**src/rtl/key_event_pkg.sv**
```systemverilog
// Shared definitions for the four-key press/release/auto-repeat event block.
// KEY_EVENT_REPEAT_EN selects the three-state auto-repeat channel; otherwise IDLE/HELD only.
package key_event_pkg;
   localparam int CNT_W            = 8;
   localparam int DEF_REPEAT_DELAY = 50;
   localparam int DEF_REPEAT_RATE  = 10;

`ifdef KEY_EVENT_REPEAT_EN
   typedef enum logic [1:0] {
      ST_IDLE   = 2'd0,
      ST_DELAY  = 2'd1,
      ST_REPEAT = 2'd2
   } state_t;
`else
   typedef enum logic [0:0] {
      ST_IDLE = 1'b0,
      ST_HELD = 1'b1
   } state_t;
`endif
endpackage

```
**src/rtl/key_event_ch.sv**
```systemverilog
// Single key channel: registered press/release pulses, optional auto-repeat
// (enabled by KEY_EVENT_REPEAT_EN).
module key_event_ch
   import key_event_pkg::*;
#(
   parameter int unsigned REPEAT_DELAY = DEF_REPEAT_DELAY,
   parameter int unsigned REPEAT_RATE  = DEF_REPEAT_RATE
) (
   input  logic i_clk,
   input  logic i_rst,
   input  logic i_tick,
   input  logic i_key,
   output logic o_press,
   output logic o_rel
);

   state_t r_state, w_state_nxt;
   logic   r_prev, r_press, r_rel;
   logic   w_press_nxt, w_rel_nxt;
   logic   w_rise, w_fall;

   // prev is 0 in IDLE and 1 while held, so edges select the transitions
   assign w_rise = i_key & ~r_prev;
   assign w_fall = ~i_key & r_prev;

`ifdef KEY_EVENT_REPEAT_EN
   localparam logic [CNT_W-1:0] DELAY_LAST = CNT_W'(REPEAT_DELAY - 1);
   localparam logic [CNT_W-1:0] RATE_LAST  = CNT_W'(REPEAT_RATE - 1);

   logic [CNT_W-1:0] r_cnt, w_cnt_nxt;

   always_ff @(posedge i_clk) begin
      if (i_rst) r_cnt <= '0;
      else       r_cnt <= w_cnt_nxt;
   end

   always_comb begin
      w_state_nxt = r_state;
      w_cnt_nxt   = r_cnt;
      w_press_nxt = 1'b0;
      w_rel_nxt   = 1'b0;
      case (r_state)
         ST_IDLE: begin
            if (w_rise) begin
               w_state_nxt = ST_DELAY;
               w_cnt_nxt   = '0;
               w_press_nxt = 1'b1;
            end
         end
         ST_DELAY, ST_REPEAT: begin
            // release beats a coincident tick
            if (w_fall) begin
               w_state_nxt = ST_IDLE;
               w_cnt_nxt   = '0;
               w_rel_nxt   = 1'b1;
            end else if (i_tick) begin
               if (r_cnt == ((r_state == ST_DELAY) ? DELAY_LAST : RATE_LAST)) begin
                  w_state_nxt = ST_REPEAT;
                  w_cnt_nxt   = '0;
                  w_press_nxt = 1'b1;
               end else begin
                  w_cnt_nxt = r_cnt + CNT_W'(1);
               end
            end
         end
         default: w_state_nxt = ST_IDLE;
      endcase
   end
`else
   logic w_unused;
   assign w_unused = &{1'b0, i_tick, REPEAT_DELAY[0], REPEAT_RATE[0], CNT_W[0]};

   always_comb begin
      w_state_nxt = r_state;
      w_press_nxt = 1'b0;
      w_rel_nxt   = 1'b0;
      case (r_state)
         ST_IDLE: begin
            if (w_rise) begin
               w_state_nxt = ST_HELD;
               w_press_nxt = 1'b1;
            end
         end
         ST_HELD: begin
            if (w_fall) begin
               w_state_nxt = ST_IDLE;
               w_rel_nxt   = 1'b1;
            end
         end
      endcase
   end
`endif

   always_ff @(posedge i_clk) begin
      if (i_rst) begin
         r_state <= ST_IDLE;
         r_prev  <= 1'b0;
         r_press <= 1'b0;
         r_rel   <= 1'b0;
      end else begin
         r_state <= w_state_nxt;
         r_prev  <= i_key;
         r_press <= w_press_nxt;
         r_rel   <= w_rel_nxt;
      end
   end

   assign o_press = r_press;
   assign o_rel   = r_rel;

endmodule

```
**src/rtl/key_event.sv**
```systemverilog
// Four independent key event channels plus a registered any-key level.
// Auto-repeat is built in only when KEY_EVENT_REPEAT_EN is defined.
module key_event
   import key_event_pkg::*;
#(
   parameter int unsigned REPEAT_DELAY = DEF_REPEAT_DELAY,
   parameter int unsigned REPEAT_RATE  = DEF_REPEAT_RATE
) (
   input  logic clock,
   input  logic reset,
   input  logic clken100hz,
   input  logic key0in,
   input  logic key1in,
   input  logic key2in,
   input  logic key3in,
   output logic key0press,
   output logic key1press,
   output logic key2press,
   output logic key3press,
   output logic key0rel,
   output logic key1rel,
   output logic key2rel,
   output logic key3rel,
   output logic anykey
);

   logic [3:0] w_key, w_press, w_rel;
   logic       r_any;

   assign w_key = {key3in, key2in, key1in, key0in};

   for (genvar g = 0; g < 4; g++) begin : g_ch
      key_event_ch #(
         .REPEAT_DELAY (REPEAT_DELAY),
         .REPEAT_RATE  (REPEAT_RATE)
      ) u_ch (
         .i_clk   (clock),
         .i_rst   (reset),
         .i_tick  (clken100hz),
         .i_key   (w_key[g]),
         .o_press (w_press[g]),
         .o_rel   (w_rel[g])
      );
   end

   always_ff @(posedge clock) begin
      if (reset) r_any <= 1'b0;
      else       r_any <= |w_key;
   end

   assign {key3press, key2press, key1press, key0press} = w_press;
   assign {key3rel, key2rel, key1rel, key0rel}         = w_rel;
   assign anykey = r_any;

endmodule

```
**config.mk**
```make
export PLATFORM = sky130hd
export DESIGN_NAME = key_event
export DESIGN_NICKNAME = d
export VERILOG_FILES = /design/src/rtl/key_event_pkg.sv /design/src/rtl/key_event_ch.sv /design/src/rtl/key_event.sv
export SDC_FILE = /design/constraint.sdc
export NUM_CORES = 1
export LEC_CHECK = 0
export ABC_AREA = 1
export ABC_CLOCK_PERIOD_IN_PS = 800
export CORE_MARGIN = 3
export CORE_UTILIZATION = 39
export CTS_CLUSTER_DIAMETER = 80
export DETAILED_ROUTE_END_ITERATION = 10
export PLACE_DENSITY = 0.7
export SLEW_MARGIN = 20
export SYNTH_ARGS = -nofsm -noshare
export SYNTH_HDL_FRONTEND = slang
export SYNTH_SLANG_ARGS = --single-unit
```
**constraint.sdc**
```tcl
create_clock -name clock -period 0.8 [get_ports clock]
set_input_delay 0.16 -clock clock [delete_from_list [all_inputs] [get_ports clock]]
set_output_delay 0.16 -clock clock [all_outputs]
set_load 0.05 [all_outputs]
```
==> run metrics, run 1 <==
status=complete, but fails checks; violated checks=setup timing; DP Worst Slack=-0.3176 ns; starting density of the core=about 43%; Crit path max-delay family=flip-flops; largest net degree at the start of global routing=13; Non-Filler Instances=100; Post-CTS Setup Repair Bufs=0; DR DRC count=0; #FFs+latches synth=17; Synth Net Count=73; core area=1318 µm²; IO Port Bufs=14; Fmax=about 1100 MHz; Yosys Warn Count=0; layout cell share with drive strength beyond 1=around 34%; Clock Skews=between 0.0008 and 0.0009 ns; H-Tree Depth=1; R2R Setup Slk=between 0.1 and 0.15 ns; Area Overhead vs Synth=58.93%; total wire length=roughly 980 µm; worst path required time=~0.64 ns; Hold Startpoint=key0in; Hold Fails Final Rpt=0; HP Class=in -> reg; CTS sink count=17; Worst Reg-to-Reg Cells=3; CTS max path bufs=2; DIE AREA=roughly 1900 µm²; CP Cell Sequence=buf_12; Final Cycle Share=116.9%; Yosys cell types=9; clock-pin slew on the worst setup and hold paths=about 0.090 ns; Initial DRC Count=3; Syn Inst Count=66; post-synthesis cell area=around 560 µm²; final hold slack=about 0.18 ns; HPWL after DPL=687.3 µm; Critical Path End Type=output pin; detailed-route via count=444; CP Launch Type=flop; CP Data Arrival Time=around 0.78 ns; max cap viols=0; Worst-Skew Late Latency=0.29 ns; Hold EP=g_ch[0].u_ch.r_prev$_SDFF_PP0_; worst-path fanout max=1; Cells after DPL=95; routed vias/inst=4.440; CTS Root Cell=clkbuf_4; Final Setup Violations=9; DIE HEIGHT=43.91 µm; antenna violations before repair=0; Slew HR=~86%; Overall Global Routing Usage=about an eighth; Placer Congestion=slightly below 0.7; clock buffer count from CTS=3; fin crit period=around 0.94 ns; hold buffers post-CTS=0; Lkg Pwr=approximately 0.42 nW; CTS tree=yes; Diodes inserted=0; first-pass GRT wire length=between 1.5 and 2 mm; total grt overflow=0; Post-DP Area=818.3 µm²; Final nets=93; hold depth=3; reg2reg end=g_ch[0].u_ch.r_state$_SDFF_PP0_; TritonRoute pass-1 iters=4; Final WS setup=-0.1355 ns; RSZ-0062 raised after global routing=true; vias in the first global route=around 370; DR WL/cell=between 9 and 10 µm; register area share after synthesis=60.71%; P per Cell Area=1850 nW/µm²; Slew Viols, Final=0; biggest cell delay along the critical path=approximately 0.36 ns; io pins=16; Critical path buffers and inverters=1; Total Power=1.648 mW; final instance area=roughly 890 µm²; worst vdd ir=between 1000 and 1500 µV; Post-Syn Area per Cell=between 8 and 9 µm²; die width=roughly 44 µm; worst-margin pin slew=~0.21 ns; Routed Antenna Nets=0; Row Count=13; Crit Path Category=reg -> out; critical path's slowest cell=dfxtp_2; reg2reg start=g_ch[0].u_ch.r_prev$_SDFF_PP0_
==> sequential cells by signal, indices dropped and copies added, names as in the netlist <==
signal	flops
g_ch.u_ch.r_state	4
g_ch.u_ch.o_rel	4
g_ch.u_ch.o_press	4
anykey	1
g_ch.u_ch.r_prev	4
==> metrics by stage <==
step                      utilization [%]  TNS, ns
after floorplan                         -        0
after global placement              62.11   -3.841
after detailed placement            62.11   -4.019
after CTS                           65.34   -1.208
after global routing                67.62   -1.517
final                               67.62   -1.135
==> cells in the mapped netlist <==
master,count,area [µm²]
nor3_2,3,30.03
a21oi_1,3,15.01
inv_1,10,37.54
inv_6,1,8.760
nor3_1,1,5.000
nand2_1,16,60.06
buf_6,1,11.26
dfxtp_1,17,340.3
nor2_1,14,52.55
==> how the worst max path moves through the flow <==
stage,start,to,slack (ns),cells past startpoint
2_1_floorplan,anykey$_SDFF_PP0_,anykey,0.05,0
3_3_place_gp,reset,g_ch[2].u_ch.r_state$_SDFF_PP0_,-0.30,5
3_5_place_dp,reset,g_ch[2].u_ch.r_state$_SDFF_PP0_,-0.32,5
4_1_cts,g_ch[2].u_ch.o_rel$_SDFF_PP0_,key2rel,-0.15,1
5_1_grt,g_ch[2].u_ch.o_rel$_SDFF_PP0_,key2rel,-0.18,1
6_report,g_ch[2].u_ch.o_rel$_SDFF_PP0_,key2rel,-0.14,1
==> routing by layer <==
metal / share of wire (%) / wire length [µm] / track usage [%] / vias to the layer above
met5: 0 / 0 / 0 / -
met1: 40 / 398 / 13.96 / 199
met4: 0.92 / 9 / 7.229 / 0
met3: 8.6 / 85 / 6.224 / 2
li1: - / - / - / 230
met2: 50 / 489 / 16.86 / 13
==> cell families (layout without fill, tap and decap cells) <==
kind of cell           Yosys count  after routing  synth area share [%]
AO/OA/AOI/OAI                    3              3                 2.678
buffers and inverters           12             31                 10.27
flip-flops                      17             17                 60.71
AND/OR/NAND/NOR                 34             34                 26.34
==> where the power goes <==
group	internal (mW)	switching, mW
logic	0.137	0.143
clock network	0.194	0.248
registers	0.896	0.0299
total	1.23	0.421
==> area by class of cell <==
| type | count | area [µm²] |
|---|---|---|
| Fill cell | 105 | 426.7 |
| Sequential cell | 17 | 351.6 |
| Timing Repair Buffer | 16 | 280.3 |
| Multi-Input combinational cell | 37 | 167.7 |
| Inverter | 11 | 46.29 |
| Clock buffer | 4 | 26.28 |
| Tap cell | 15 | 18.77 |
==> layout by cell type (no fill, tap or decap), drive strengths merged <==
master	count
clkdlybuf4s50	3
buf	10
nor3	4
dlymetal6s2s	2
inv	11
nor2	14
nand2	16
clkbuf	5
a21oi	3
dfxtp	17
==> timing repair <==
action	CTS	global route
cloned	0	1
pin swaps	0	0
setup endpoints to repair	12	14
gates resized for setup	11	2
Note: power is estimated with default switching activity, not from simulation.
==> run 2, diff against run 1 <==
==> constraint.sdc (replaced) <==
create_clock -name clock -period 0.8 [get_ports clock]
set_input_delay 0.12 -clock clock [delete_from_list [all_inputs] [get_ports clock]]
set_output_delay 0.12 -clock clock [all_outputs]
set_load 0.05 [all_outputs]
==> run 2 against run 1 <==
The flow still finishes with violations (setup timing). Worst setup slack improved by 0.042 ns. Fmax rose by 4.7%. Clock skew is essentially flat. Clock power is 0.9% lower. Worst hold slack better by 0.25 ns. Sequential power barely moved. Utilization fell by 2.3 points. Largest cell class unchanged. Largest power group unchanged. Highest routed layer unchanged.
==> run metrics, run 2 (same netlist as run 1, synthesis figures left out) <==
CTS sink count=17 (unchanged); CTS max path bufs=2 (unchanged); final hold slack=0.4359 ns (+0.2531 ns); worst path required time=0.68 ns (+0.04 ns); DR DRC count=0 (unchanged); largest net degree at the start of global routing=13 (unchanged); Non-Filler Instances=99 (-1.0%); Routed Antenna Nets=0 (unchanged); worst vdd ir=1021 µV (-0.89%); Clock Skews=0.0003415 ns (-0.0004665 ns); io pins=16 (unchanged); commonest non-fill, non-tap cell in the layout=nand2_1; Worst-Skew Late Latency=0.28 ns (about the same); CTS Root Cell=clkbuf_4; DIE AREA=1928 µm² (unchanged); Psw=0.4119 mW (-2.1%); CP Data Arrival Time=0.77 ns (about the same); DIE HEIGHT=43.91 µm (unchanged); TritonRoute pass-1 iters=4 (unchanged); share of total power in combinational logic=16.3% (-0.7 points); worst-margin pin slew=0.1514 ns (-0.06293 ns); Diodes inserted=0 (unchanged); P_int=1.218 mW (-0.77%); final instance area=860.8 µm² (-3.4%); total grt overflow=0 (unchanged); CP Cell Sequence=buf_12; DR WL/cell=8.980 µm (-8.6%); Lkg Pwr=0.3908 nW (-7.3%); violated checks=setup timing; fin crit period=0.8938 ns (-0.04165 ns); CP Launch Type=flop; Critical Path End Type=output pin; IO Port Bufs=14 (unchanged); RSZ-0062 raised after global routing=true; status=complete, but fails checks; Initial DRC Count=5 (+2); Cells after DPL=95 (unchanged); biggest cell delay along the critical path=0.36 ns (about the same); Hold Fails Final Rpt=0 (unchanged); P per Cell Area=1893 nW/µm² (+2.3%); Post-DP Area=818.3 µm² (unchanged); total wire length=889 µm (-9.6%); starting density of the core=42.55% (unchanged); Final nets=92 (-1.1%); HPWL after DPL=687.3 µm (unchanged); Placer Congestion=0.6738 (unchanged); power share of the sequential group=56.8% (+0.6 points); core area=1318 µm² (unchanged); Crit Path Category=reg -> out; antenna violations before repair=0 (unchanged); Final Setup Violations=9 (unchanged); Fmax=1119 MHz (+4.7%); switching power share of the total=25.28% (-0.25 points); clock buffer count from CTS=3 (unchanged); worst-path fanout max=1 (unchanged); vias in the first global route=351 (-4.1%); routed vias/inst=4.343 (-2.2%); die width=43.91 µm (unchanged); clock-pin slew on the worst setup and hold paths=0.09 ns (about the same); critical path's slowest cell=dfxtp_2; Slew Viols, Final=0 (unchanged); Slew HR=89.83% (+4.1 points); Clock power frac=26.9% (about the same); Critical path buffers and inverters=1 (unchanged); Overall Global Routing Usage=11.61% (-0.25 points); Final WS setup=-0.09383 ns (+0.04165 ns); most frequent cells in the layout=nand2_1 (16), nor2_1 (12), inv_1 (10), buf_12 (10), dfxtp_2 (9); detailed-route via count=430 (-3.2%); HP Class=in -> reg; max cap viols=0 (unchanged); layout cell share with drive strength beyond 1=33.33% (-0.78 points); CTS tree=yes; Row Count=13 (unchanged); first-pass GRT wire length=1.538 mm (-2.7%); Crit path max-delay family=flip-flops; Final Cycle Share=111.7% (-5.2 points); H-Tree Depth=1 (unchanged); final design utilization=65.34% (-2.3 points); Area Overhead vs Synth=53.57%; Setup Total Neg Slack=-0.7516 ns (+0.3833 ns); Filler cells=110 (+4.8%)
run 2: cell types whose count changed in the layout (fill, tap and decap cells not counted):
cell             delta
clkdlybuf4s50_1     +2
dlymetal6s2s_1      -2
clkbuf_16           -1
run 2: final timing paths:
kind	slack, ns	to	from	depth (start not counted)
setup reg to reg	0.15	g_ch[1].u_ch.r_state$_SDFF_PP0_	g_ch[1].u_ch.r_state$_SDFF_PP0_	4
hold / removal	0.44	g_ch[2].u_ch.r_prev$_SDFF_PP0_	key2in	3
setup / recovery	-0.09	key2rel	g_ch[2].u_ch.o_rel$_SDFF_PP0_	1
hold reg to reg	0.46	g_ch[3].u_ch.o_press$_SDFF_PP0_	g_ch[3].u_ch.r_state$_SDFF_PP0_	1
run 2: worst register-to-register path, delay by kind of cell, from the launching register on:
| kind | cells | cell delay [ns] |
|---|---|---|
| buffers and inverters | 1 | 0.06 |
| and+or+nand+nor | 3 | 0.21 |
| DFF | 1 | 0.33 |
run 2: power groups by stage:
stage | logic, mW | registers (mW) | clock network [mW]
2_1_floorplan | 0.0837 | 0.991 | 0
3_3_place_gp | 0.260 | 0.941 | 0
3_5_place_dp | 0.264 | 0.942 | 0
4_1_cts | 0.266 | 0.926 | 0.454
5_1_grt | 0.289 | 0.931 | 0.509
6_report | 0.266 | 0.926 | 0.438
run 2: area by class of cell:
cell class	instances	area [µm²]	area share, %
clock buffers	4	26.28	3.052
inverters	11	46.29	5.378
multi-input cells	37	167.7	19.48
flip-flops and latches	17	351.6	40.84
well taps	15	18.77	2.180
repair buffers	15	250.2	29.07
run 2: metal layers:
layer  routed length (µm)  GRT usage [%]  vias to the layer above
met5                    0              0                        -
li1                     -              -                      228
met2                  431          15.70                       14
met3                   79          6.224                        2
met4                   10          7.229                        0
met1                  368          14.21                      186
run 2: timing repair:
| action | in CTS | in global routing |
|---|---|---|
| hold buffers | 0 | 0 |
| setup buffers | 0 | 0 |
| setup endpoints to repair | 9 | 11 |
| hold endpoints to repair | 0 | 0 |
| gates resized for setup | 9 | 2 |
run 2: through the flow:
stage               power (mW)  setup WS [ns]
finish                   1.630       -0.09383
global route             1.729        -0.1359
CTS                      1.646        -0.1088
detailed placement       1.206        -0.2776
global placement         1.201        -0.2605
floorplan                1.075        0.09267
